[config.mk]
export PLATFORM = sky130hd
export DESIGN_NAME = bio_master
export DESIGN_NICKNAME = d
export VERILOG_FILES = /design/src/rtl/bio_master.sv
export SDC_FILE = /design/constraint.sdc
export NUM_CORES = 1
export LEC_CHECK = 0
export BUFFER_PORTS_ARGS = -buffer_cell sky130_fd_sc_hd__buf_2
export CAP_MARGIN = 20
export CORE_ASPECT_RATIO = 2
export CORE_MARGIN = 2
export CORE_UTILIZATION = 34
export DETAILED_ROUTE_END_ITERATION = 8
export HOLD_SLACK_MARGIN = 0.05
export PLACE_DENSITY_LB_ADDON = 0.3
export RECOVER_POWER = 25
export SYNTH_ARGS = -nofsm -noshare
export SYNTH_HDL_FRONTEND = slang
export SYNTH_SLANG_ARGS = --single-unit
export TNS_END_PERCENT = 20
[constraint.sdc]
create_clock -name clk -period 3.2 [get_ports clk]
set_input_delay 0.64 -clock clk [delete_from_list [all_inputs] [get_ports clk]]
set_output_delay 0.64 -clock clk [all_outputs]
set_load 0.01 [all_outputs]
[src/rtl/bio_master.sv]
// bio_master: bus initiator that polls board switches/keys and forwards LED writes
module bio_master #(
  parameter int POLL_CYCLES    = 50000,
  parameter int TIMEOUT_CYCLES = 255
) (
  input  logic        clk,
  input  logic        rst,
  output logic        stb,
  output logic        we,
  output logic [31:0] data_out,
  input  logic [31:0] data_in,
  input  logic        ack,
  input  logic        wr_req,
  input  logic [7:0]  wr_data,
  output logic        wr_busy,
  output logic [17:0] sw_val,
  output logic [2:0]  keys,
  output logic [2:0]  key_evt,
  output logic        rd_valid,
  output logic        bus_err
);
  localparam int PW = $clog2(POLL_CYCLES);
  localparam int TW = $clog2(TIMEOUT_CYCLES + 1);
  typedef enum logic [1:0] {IDLE, READ, WRITE} state_t;
  state_t        r_state;
  logic [PW-1:0] r_poll_cnt;
  logic          r_poll_due;
  logic [TW-1:0] r_wait;
  logic [7:0]    r_wr_data;
  logic          w_expire;
  logic          w_start_rd;
  logic          w_tmo;
  assign w_expire   = r_poll_cnt == '0;
  assign w_start_rd = r_state == IDLE && !wr_busy && r_poll_due;
  assign w_tmo      = r_state != IDLE && !ack && r_wait == TW'(TIMEOUT_CYCLES - 1);
  // free-running poll timer; a repeated expiry just keeps the single request pending
  always_ff @(posedge clk) begin
    if (rst) begin
      r_poll_cnt <= PW'(POLL_CYCLES - 1);
      r_poll_due <= 1'b1;
    end else begin
      r_poll_cnt <= w_expire ? PW'(POLL_CYCLES - 1) : r_poll_cnt - 1'b1;
      r_poll_due <= w_expire | (r_poll_due & ~w_start_rd);
    end
  end
  // bus FSM with registered strobes, write latch, read decode and ack timeout
  always_ff @(posedge clk) begin
    if (rst) begin
      r_state   <= IDLE;
      stb       <= 1'b0;
      we        <= 1'b0;
      data_out  <= '0;
      r_wait    <= '0;
      r_wr_data <= '0;
      wr_busy   <= 1'b0;
      sw_val    <= '0;
      keys      <= '0;
      key_evt   <= '0;
      rd_valid  <= 1'b0;
      bus_err   <= 1'b0;
    end else begin
      key_evt <= '0;
      if (wr_req && !wr_busy) begin
        r_wr_data <= wr_data;
        wr_busy   <= 1'b1;
      end
      case (r_state)
        IDLE: begin
          r_wait <= '0;
          if (wr_busy) begin
            r_state  <= WRITE;
            stb      <= 1'b1;
            we       <= 1'b1;
            data_out <= {24'b0, r_wr_data};
          end else if (r_poll_due) begin
            r_state  <= READ;
            stb      <= 1'b1;
            we       <= 1'b0;
            data_out <= '0;
          end
        end
        default: begin
          if (ack || w_tmo) begin
            r_state <= IDLE;
            stb     <= 1'b0;
            we      <= 1'b0;
            if (!ack) bus_err <= 1'b1;
            if (r_state == WRITE) wr_busy <= 1'b0;
            if (r_state == READ && ack) begin
              sw_val   <= {data_in[31:22], data_in[7:0]};
              keys     <= data_in[11:9];
              rd_valid <= 1'b1;
              if (rd_valid) key_evt <= data_in[11:9] & ~keys;
            end
          end else begin
            r_wait <= r_wait + 1'b1;
          end
        end
      endcase
    end
  end
endmodule
### Word-level counts from Yosys, hierarchy flattened

Index checks and enable logic that the tools add are counted.

| storage, ports and cells | value |
|---|---|
| input bits | 44 |
| register bits | 96 |
| logic and storage cells | 68 |
| output and inout port bits | 61 |

| cells by class | value |
|---|---|
| bitwise gates (word level) | 10 |
| mux-type cells | 17 |
| $add $sub $neg | 2 |
| reductions and logical operators | 21 |
| eq/ne operators | 4 |

Operators by type and width:

| operator | count |
|---|---|
| $mux 32 | 2 |
| $logic_not 16->1 | 1 |
| $sub 16x1->16 const B | 1 |
| $mux 1 | 11 |
| $add 8x1->8 const B | 1 |
| $eq 8x8->1 const B | 1 |
| $mux 2 | 4 |
| $logic_and 1x1->1 | 6 |
| $not 1->1 | 6 |
| $reduce_and 3->1 | 2 |
| $reduce_bool 2->1 | 3 |
| $reduce_or 5->1 | 1 |
| $reduce_and 2->1 | 2 |
| $reduce_or 2->1 | 2 |
| $and 3x3->3 | 1 |
| $ne 3x3->1 const B | 1 |
| $not 3->3 | 1 |
| $eq 2x1->1 const B | 1 |
| $eq 2x2->1 const B | 1 |
| $logic_not 1->1 | 2 |
| $logic_not 2->1 | 1 |
| $and 1x1->1 | 1 |
| $logic_or 1x1->1 | 1 |
| $or 1x1->1 | 1 |

### Depth between registers and ports, before layout

| logic depth | value |
|---|---|
| depth after elaboration | 6 |
| mapped depth | 7 |
| depth with buffers taken out | 6 |

### Least setup slack after synthesis

No wires, ideal clock.

| timing | value |
|---|---|
| path kind | register -> register |
| start | register r_poll_cnt[0] |
| end | register r_poll_cnt[3] |
| data required time | 3.073 ns |
| slack | 1.507 ns |
| stages on the path, launching flop included | 8 |
| period minus slack after synthesis | 1.693 ns |
| arrival time | 1.566 ns |
| setup time | 0.127 ns |
| buffers on the path | 1 |
| path through | dfxtp_1 > inv_1 > ha_1 > or3b_1 > buf_2 > nor2_1 > a31o_4 > or3_1 |

| between the ends | value |
|---|---|
| cells in the longest elaborated chain, start to end | 2 |
| elaborated cells between the ends (all ways) | 3 |
| classes of those cells | add/sub: 1; reduce/logical: 2 |

RTL lines:

| item | line | RTL |
|---|---|---|
| start: declaration | 26 | `logic [PW-1:0] r_poll_cnt;` |
| start signal: assignment | 39 | `r_poll_cnt <= PW'(POLL_CYCLES - 1);` |
| start signal: assignment | 42 | `r_poll_cnt <= w_expire ? PW'(POLL_CYCLES - 1) : r_poll_cnt - 1'b1;` |
| parallel branches: the longest is 2 deep, another holds $sub 16x1->16 | - |  |

Parallel ways; which one is timed is not known.
A chain may end at the register's enable or synchronous reset.

### Worst setup path after layout

Same ends and word-level chain as after synthesis.

==> results.ini <==
[placement]
portBuffers=69
dp.cells=479
gp_congestion=0.799
dpl.hpwl_mm=4.53

[die]
std_cell_rows=47
core_area_sq_um=8290
die_w_um=69.3
ioPinCount=105
start_util_pct=35.0
dieArea_sq_um=9330
die_h_um=135

[sta]
fin_worst_skew_ps=4.63
finalSetupTns_ps=0
max_freq_ghz=0.526
min_period_ps=1900
worst_slew_pin_slew_ps=953
hold_viol=0
fin_crit_sh_pct=59.4
final_max_slew_viol_count=0
rsz0062_at_grt=false
setup_viol=0
slew_headroom_pct=36.4

[global_route]
grt_use_met3_pct=3.66
grt_pass1_wl_mm=10.2
overflow=0
antenna_found_initial=0
gr-max-usage-layer=met2
grtUsageTotal_pct=13.8
grt_pass1_vias=2236
grt_max_degree=51
met2_usage_pct=25.1
gr-usage-met1_pct=13.8

[synthesis]
synth.cell_area_sq_um=2900
synthArstFlopShare_pct=0
syn_area_per_cell_sq_um=8.92
ys_seq_elements=71
yosysWarnings=0
synth_edf_count=0
yosysSeqAreaShare_pct=49.0
syn_inst=325
synth.distinct_cells=44
synth_ff_type=dfxtp_1

[worst_setup_path]
cpMaxStageDelayCell=dfxtp_1
critPathLaunchType=flop
required_ps=3410
crit_type=flop to flop
worst-path-max-fanout=8
worst-endpoint-arrival_ps=2110
critPathMaxStageDelay_ps=370
worstPathCellList=inv_1 -> ha_1 -> or3b_1 -> nor2_1 -> a31o_4 -> or3_1
end_kind=flop

[flow_run]
cap_viol_max_count=0

[cells_and_area]
finalNetCount=439
syn_to_final_growth_pct=20.0
fillCellCount=858
final_util_pct=42.0
diodes=0
drive_gt1_share_pct=16.1
multi_input_area_sq_um=1310
ff_latch_area_sq_um=1420
post_layout_nonfiller_instances=495

[drt]
wire_per_inst_um=12.9
first_pass_iters=4
drc=0
drt_iter0_markers=93
dr_total_vias=2356
ant_nets=0
viasPerCell=4.76
wl_mm=6.38

[clock_network]
cts_tree=built
ctsResizeCount=0
root_buffer=clkbuf_16
clkTransAtPathRegs_ps=50
clk_latency_ps=330
cts.path.max_buffers=2
cts_hold_buf=0
cts_setup_buffers=0
cts-buffers-inserted=9
cts.sinks=71
cts_max_level=3

[power]
ir_worst_vdd_mv=0.220
leakagePower_uw=0.00136
p_per_area_nw_per_um2=582

[run_status]
outcome=finished clean

[worst_hold_path]
hp-class=flop to flop

==> worst max-delay path, delay by kind of cell, from the launching register on <==
| kind | cells | cell delay [ps] |
|---|---|---|
| AND/OR/NAND/NOR | 3 | 860 |
| flip-flops | 1 | 370 |
| AO/OA/AOI/OAI | 1 | 280 |
| buffers and inverters | 1 | 60 |
| adder cells (fa/ha/maj) | 1 | 220 |
==> cell usage after synthesis, drive strengths merged, types with 3 or more instances <==
library cell  count  area share [%]
nand3             3            0.52
inv               5            0.65
nor3b             4             1.0
nor2             42             5.4
nand2            51             6.6
clkbuf           12             1.6
dfxtp            71              49
xor2              9             2.7
nand4             3            0.65
a31oi             4             1.1
a22oi             8             2.1
mux2i             8             2.8
a211oi            4             1.0
or3               3            0.65
nor4              6             1.8
buf              26             6.5
nor2b             4            0.86
a21oi            25             4.3
ha                3             1.3
nor3              3            0.52
o21ai             3            0.52
xnor2             6             1.8
==> power by group <==
part	leakage (uW)	internal [uW]	switching, uW
logic	0.000652	60.9	114
registers	0.000577	919	23.0
clock network	0.000136	564	345
==> layer usage <==
metal | part of all wire, % | up-vias | routed length, um
li1 | - | 1192 | -
met1 | 40 | 1086 | 2540
met2 | 52 | 64 | 3350
met3 | 4.8 | 14 | 304
met4 | 2.9 | 0 | 186
met5 | 0 | - | 0
==> cells by family (layout without fill, tap and decap cells) <==
family | Yosys count | count (layout) | share of synthesized area, %
AND/OR/NAND/NOR | 131 | 131 | 21.6
flip-flops | 71 | 71 | 49.0
AO/OA/AOI/OAI | 53 | 53 | 12.0
buffers and inverters | 43 | 92 | 8.71
XOR/XNOR | 15 | 15 | 4.53
multiplexers | 8 | 8 | 2.76
adder cells (fa/ha/maj) | 3 | 3 | 1.29
other | 1 | 24 | 0.129
==> path summary, 6_finish.rpt <==
check                                               from                  endpoint  slack, ps  depth (start not counted)
worst max-delay path            r_poll_cnt[0]$_SDFF_PP1_  r_poll_cnt[3]$_SDFF_PP1_       1300                          6
worst max register to register  r_poll_cnt[0]$_SDFF_PP1_  r_poll_cnt[3]$_SDFF_PP1_       1300                          6
worst min-delay path            r_poll_cnt[0]$_SDFF_PP1_  r_poll_cnt[0]$_SDFF_PP1_        430                          1
worst min register to register  r_poll_cnt[0]$_SDFF_PP1_  r_poll_cnt[0]$_SDFF_PP1_        430                          1
==> final cells by class <==
cell class | count | area share, %
clock buffers | 13 | 7.48
clock inverters | 3 | 0.503
inverters | 5 | 0.539
multi-input cells | 234 | 37.7
flip-flops and latches | 71 | 40.8
well taps | 98 | 3.52
repair buffers | 71 | 9.39
==> flip-flops by register name, summed over array words and instances (netlist names), 3 cells and up <==
signal      cells
data_out        8
key_evt         3
keys            3
r_poll_cnt     16
r_wait          8
r_wr_data       8
sw_val         18
==> metrics by stage <==
| stage | area [sq um] | setup WS [ps] | power [uW] | hold slack [ps] |
|---|---|---|---|---|
| after floorplan | 2990 | 1510 | 1090 | 384 |
| after global placement | 3240 | 1180 | 1140 | 398 |
| after detailed placement | 3240 | 1150 | 1140 | 402 |
| after CTS | 3510 | 1300 | 2060 | 418 |
| after global routing | 3480 | 1090 | 2130 | 456 |
| final | 3480 | 1300 | 2030 | 427 |
==> layout by cell type, fill, tap and decap left out, drive strengths merged, types with 5 or more instances in the layout <==
cell	instances
conb	24
buf	44
inv	5
a22oi	8
nand2	51
nor4	6
a21oi	25
xnor2	6
nor2	42
xor2	9
mux2i	8
dfxtp	71
clkbuf	40
No activity file was read; power rests on OpenSTA's default activity.
